## config.mk

```make
export PLATFORM = sky130hd
export DESIGN_NAME = ram_arb_2x1_p1
export DESIGN_NICKNAME = d
export VERILOG_FILES = /design/src/rtl/ram_arb_2x1_p1.sv
export SDC_FILE = /design/constraint.sdc
export NUM_CORES = 1
export LEC_CHECK = 0
export CORE_MARGIN = 5
export CORE_UTILIZATION = 20
export DETAILED_ROUTE_END_ITERATION = 12
export PLACE_DENSITY = 0.75
export RECOVER_POWER = 100
export SYNTH_ARGS = -nofsm -noshare
export SYNTH_HDL_FRONTEND = slang
export SYNTH_SLANG_ARGS = --single-unit
```

## constraint.sdc

```tcl
create_clock -name clock -period 1 [get_ports clock]
set_input_delay 0.15 -clock clock [delete_from_list [all_inputs] [get_ports clock]]
set_output_delay 0.15 -clock clock [all_outputs]
set_load 0.02 [all_outputs]
```

## src/rtl/ram_arb_2x1_p1.sv

```systemverilog
// ram_arb_2x1_p1: two-requester round-robin arbiter for one port of a block RAM with
// registered (1-cycle) read data. Read responses are routed back to the issuing requester.
// Optional zero-fill after reset is enabled by defining RAM_ARB_INIT_EN.
module ram_arb_2x1_p1 #(
    parameter  int unsigned DEPTH      = 512,
    parameter  int unsigned WIDTH      = 8,
    localparam int unsigned DEPTH_BITS = $clog2(DEPTH)
) (
    input  logic                  clock,
    input  logic                  reset,

    input  logic                  req0_valid,
    output logic                  req0_ready,
    input  logic                  req0_wr,
    input  logic [DEPTH_BITS-1:0] req0_addr,
    input  logic [WIDTH-1:0]      req0_wdata,
    output logic                  rsp0_valid,
    output logic [WIDTH-1:0]      rsp0_rdata,

    input  logic                  req1_valid,
    output logic                  req1_ready,
    input  logic                  req1_wr,
    input  logic [DEPTH_BITS-1:0] req1_addr,
    input  logic [WIDTH-1:0]      req1_wdata,
    output logic                  rsp1_valid,
    output logic [WIDTH-1:0]      rsp1_rdata,

    output logic [DEPTH_BITS-1:0] ram_address,
    output logic                  ram_wren,
    output logic [WIDTH-1:0]      ram_data,
    input  logic [WIDTH-1:0]      ram_q,

    output logic                  init_busy
);

    // High when requests may be granted this cycle.
    logic run_en;
    // High while the zero-fill sequencer owns the RAM port.
    logic init_drive;
    logic [DEPTH_BITS-1:0] init_addr;

`ifdef RAM_ARB_INIT_EN
    typedef enum logic [0:0] {StInit, StRun} state_e;

    state_e                state_q, state_d;
    logic [DEPTH_BITS-1:0] init_cnt_q, init_cnt_d;

    // State register: every reset restarts the zero-fill from address 0.
    always_ff @(posedge clock) begin
        if (reset) begin
            state_q    <= StInit;
            init_cnt_q <= '0;
        end else begin
            state_q    <= state_d;
            init_cnt_q <= init_cnt_d;
        end
    end

    // Next state: step the fill counter; leave INIT on the edge that writes the last word.
    always_comb begin
        state_d    = state_q;
        init_cnt_d = init_cnt_q;
        if (state_q == StInit) begin
            init_cnt_d = init_cnt_q + 1'b1;
            if (init_cnt_q == DEPTH_BITS'(DEPTH - 1)) begin
                state_d    = StRun;
                init_cnt_d = '0;
            end
        end
    end

    // FSM outputs; reset suppresses all RAM activity in its own cycle.
    always_comb begin
        init_busy  = reset | (state_q == StInit);
        init_drive = ~reset & (state_q == StInit);
        run_en     = ~reset & (state_q == StRun);
        init_addr  = init_cnt_q;
    end
`else
    // No zero-fill: requests are eligible whenever reset is low.
    always_comb begin
        init_busy  = 1'b0;
        init_drive = 1'b0;
        run_en     = ~reset;
        init_addr  = '0;
    end
`endif

    // Requester granted at the last accepted transfer; resets to 1 so requester 0 wins first.
    logic last_grant_q;
    logic gnt0, gnt1;
    logic rsp_pending_q;
    logic rsp_owner_q;

    // Round-robin grant; on contention the requester not served last time wins.
    always_comb begin
        gnt0 = 1'b0;
        gnt1 = 1'b0;
        if (run_en) begin
            if (req0_valid && req1_valid) begin
                gnt0 = last_grant_q;
                gnt1 = ~last_grant_q;
            end else begin
                gnt0 = req0_valid;
                gnt1 = req1_valid;
            end
        end
    end

    // Ready is the grant itself, so at most one is high and it implies valid.
    always_comb begin
        req0_ready = gnt0;
        req1_ready = gnt1;
    end

    // RAM port mux: fill sequencer, granted requester, or idle zeros.
    always_comb begin
        ram_address = '0;
        ram_wren    = 1'b0;
        ram_data    = '0;
        if (init_drive) begin
            ram_address = init_addr;
            ram_wren    = 1'b1;
        end else if (gnt0) begin
            ram_address = req0_addr;
            ram_wren    = req0_wr;
            ram_data    = req0_wdata;
        end else if (gnt1) begin
            ram_address = req1_addr;
            ram_wren    = req1_wr;
            ram_data    = req1_wdata;
        end
    end

    // Priority pointer moves only on an accepted transfer.
    always_ff @(posedge clock) begin
        if (reset) begin
            last_grant_q <= 1'b1;
        end else if (gnt0 || gnt1) begin
            last_grant_q <= gnt1;
        end
    end

    // Track the read issued this cycle; its data appears on ram_q next cycle.
    always_ff @(posedge clock) begin
        if (reset) begin
            rsp_pending_q <= 1'b0;
            rsp_owner_q   <= 1'b0;
        end else begin
            rsp_pending_q <= (gnt0 & ~req0_wr) | (gnt1 & ~req1_wr);
            rsp_owner_q   <= gnt1;
        end
    end

    // Response routing; read data is shared and qualified by the per-requester valid.
    always_comb begin
        rsp0_valid = rsp_pending_q & ~rsp_owner_q;
        rsp1_valid = rsp_pending_q & rsp_owner_q;
        rsp0_rdata = ram_q;
        rsp1_rdata = ram_q;
    end

endmodule

```

==> summary.md <==
| Metric | Value |
|---|---|
| Setup violators final | `21` |
| Leak | `0.559 nW` |
| CTS tree | `done` |
| Core footprint | `0.00273 sq mm` |
| Clock transition at the registers of the reported paths | `0.04 ns` |
| Critical path type | `reg -> out` |
| Psw | `0.000382 W` |
| Max-cap violations | `0` |
| Failing checks | `setup timing` |
| Critical Path Source | `last_grant_q$_SDFFE_PP1P_` |
| Largest net degree at the start of global routing | `25` |
| Die area | `0.00401 sq mm` |
| Vias | `791` |
| Initial DRC Count | `21` |
| Initial antenna violation count | `0` |
| Final GP Congestion | `0.728` |
| Fin cells | `162` |
| Final wirelength | `2.82 mm` |
| Data arrival, critical path | `1.33 ns` |
| First-pass iteration count of the detailed router | `4` |
| Netlist cell types | `17` |
| Top sig layer | `met4` |
| Worst path required time | `0.85 ns` |
| Syn Inst Count | `79` |
| Part of the cycle the worst path needs | `148%` |
| Post-route worst setup slack | `-0.476 ns` |
| Worst setup endpoint | `ram_data[0]` |
| Chip Height | `63.3 microns` |
| Routed Antenna Nets | `0` |
| Achievable Freq | `0.677 GHz` |
| Design Area, Final | `0.00147 sq mm` |
| Sequential fraction of the synthesis area | `10.6%` |
| Mapped cell area | `568 sq um` |
| First-pass GRT wire length | `4.44 mm` |
| Most common cell after layout, fill and taps aside | `clkdlybuf4s50_1` |
| Peak fanout along the critical path | `6` |
| Clock power share | `20.9%` |
| DR WL met3 | `200 microns` |
| Overall Global Routing Usage | `13.8%` |
| Fin. Hold Viols | `0` |
| Area Overhead vs Synth | `158%` |
| Met1 wire length | `1.10 mm` |
| Worst R2R Start | `last_grant_q$_SDFFE_PP1P_` |
| H-Tree Depth | `1` |
| Comb pwr share | `66.1%` |
| HP Class | `in -> out` |
| Deepest clock path buffer count | `2` |
| Synth warn | `0` |
| Die Width | `63.3 microns` |
| Vias in the first global route | `923` |
| Total power draw | `0.00105 W` |
| Wirelength per Cell | `17.4 microns` |
| Syn avg cell area | `7.19 sq um` |
| Initial core utilization | `20.8%` |
| Mapped Nets | `127` |
| DR WL met2 | `1.52 mm` |
| CP endpoint kind | `output pin` |
| Crit Reg-Reg Endpoint | `rsp_pending_q$_SDFF_PP0_` |
| WHS | `0.300 ns` |
| Proportion of layout cells with a drive suffix above 1 | `62.6%` |
| RSZ-0062 raised after global routing | `true` |
| CTS Buf Count | `3` |
| Reg power frac | `13.0%` |
| VDD IR max | `0.420 mV` |
| Clk root buf | `clkbuf_4` |
| Rows | `19` |
| Most frequent cells in the layout | `clkdlybuf4s50_1, buf_6, nor2_2, a32oi_2, buf_4` |
| Post-DP Area | `0.00118 sq mm` |
| Worst-case reg-to-reg path depth | `4` |
| Synth Register Bits | `3` |
| Post-layout util | `53.6%` |
| Vias/cell | `4.88` |
| GRT overflow | `0` |
| DP Wirelength | `1.94 mm` |
| Startpoint types | `register` |
| Period minus WS final | `1.48 ns` |
| Pint | `0.000670 W` |
| Sw frac | `36.3%` |
| Final nets | `180` |
| IO Pins | `87` |
| Clock Skew | `0.00671 ns` |
| Post-CTS Hold Buffers | `0` |
| Skew-Pair Late Insertion Delay | `0.24 ns` |
| Residual DRC | `0` |
| Antenna cell count | `0` |
| Slew Viols, Final | `0` |
| CTS sink count | `3` |
| Outcome | `finished, violations left` |
| Reg2reg setup slack | `-0.11 ns` |
| DP Cell Count | `153` |
| IO Port Bufs | `61` |
| PwrDens | `718 mW/mm^2` |
through the flow:
step / setup WS [ns] / TNS [ns]
final: -0.476 / -8.86
after global routing: -0.538 / -10.12
after CTS: -0.480 / -9.15
after detailed placement: -0.954 / -19.75
after global placement: -0.932 / -19.30
after floorplan: -0.152 / -1.81
area by class of cell:
type                    instances  area (sq um)
clock buffers                   4          26.3
multi-input cells              53           573
flip-flops and latches          3          65.1
fillers                       236          1270
repair buffers                 71           762
well taps                      31          38.8
sequential cells by signal, indices dropped and copies added, names as in the netlist:
signal,flops
rsp_pending_q,1
last_grant_q,1
rsp_owner_q,1
layer usage:
metal	track usage (%)	vias to the layer above
met2	25.5	36
met4	3.90	0
li1	-	381
met1	15.0	370
met5	0	-
met3	4.09	4
critical path, cell delays in order (launching register included):
cell and delay, ns:
dfxtp_4 0.36, a21boi_4 0.15, buf_6 0.14, clkbuf_16 0.14, a32oi_2 0.05, nor2_2 0.12, buf_6 0.13
worst min path at each step:
stage                     slack [ns]  cells past startpoint                      to  startpoint
after floorplan                 0.22                      1  rsp_owner_q$_SDFF_PP0_       reset
after global placement          0.30                      0           rsp0_rdata[1]    ram_q[1]
after detailed placement        0.30                      0           rsp0_rdata[1]    ram_q[1]
after CTS                       0.30                      0           rsp0_rdata[1]    ram_q[1]
after global routing            0.30                      0           rsp0_rdata[4]    ram_q[4]
final                           0.30                      0           rsp0_rdata[2]    ram_q[2]
Yosys cell counts:
master     n  area share, %
nor2_1    20             13
buf_4     19             25
a32oi_1   18             28
dfxtp_1    3             11
nand2_1    3            2.0
nor2b_1    3            3.3
buf_2      2            1.8
clkbuf_1   2            1.3
a21boi_2   1            2.0
and2_1     1            1.1
buf_6      1            2.0
buf_8      1            2.6
conb_1     1           0.66
nand2b_1   1            1.1
nand2b_4   1            2.4
o21ai_0    1           0.88
o31ai_2    1            2.2
timing repair:
action / in CTS / in global routing
setup buffers: 2 / 0
pin swaps: 8 / 4
gates resized for setup: 151 / 9
gates cloned: 3 / 1
endpoints found under the setup margin: 23 / 24
logic make-up after synthesis:
kind of cell	after synthesis	share of synthesized area (%)
AND/OR/NAND/NOR	29	23.1
buffers and inverters	25	32.8
other	1	0.660
flip-flops	3	10.6
AO/OA/AOI/OAI	21	32.8
power by group through the flow:
| stage | sequential, W | clock, W | combinational, W |
|---|---|---|---|
| after global routing | 0.000138 | 0.000238 | 0.000736 |
| after global placement | 0.000135 | 0 | 0.000550 |
| final | 0.000137 | 0.000220 | 0.000695 |
| after floorplan | 0.000134 | 0 | 0.000344 |
| after CTS | 0.000136 | 0.000219 | 0.000680 |
| after detailed placement | 0.000136 | 0 | 0.000556 |
(Power assumes the default switching activity.)
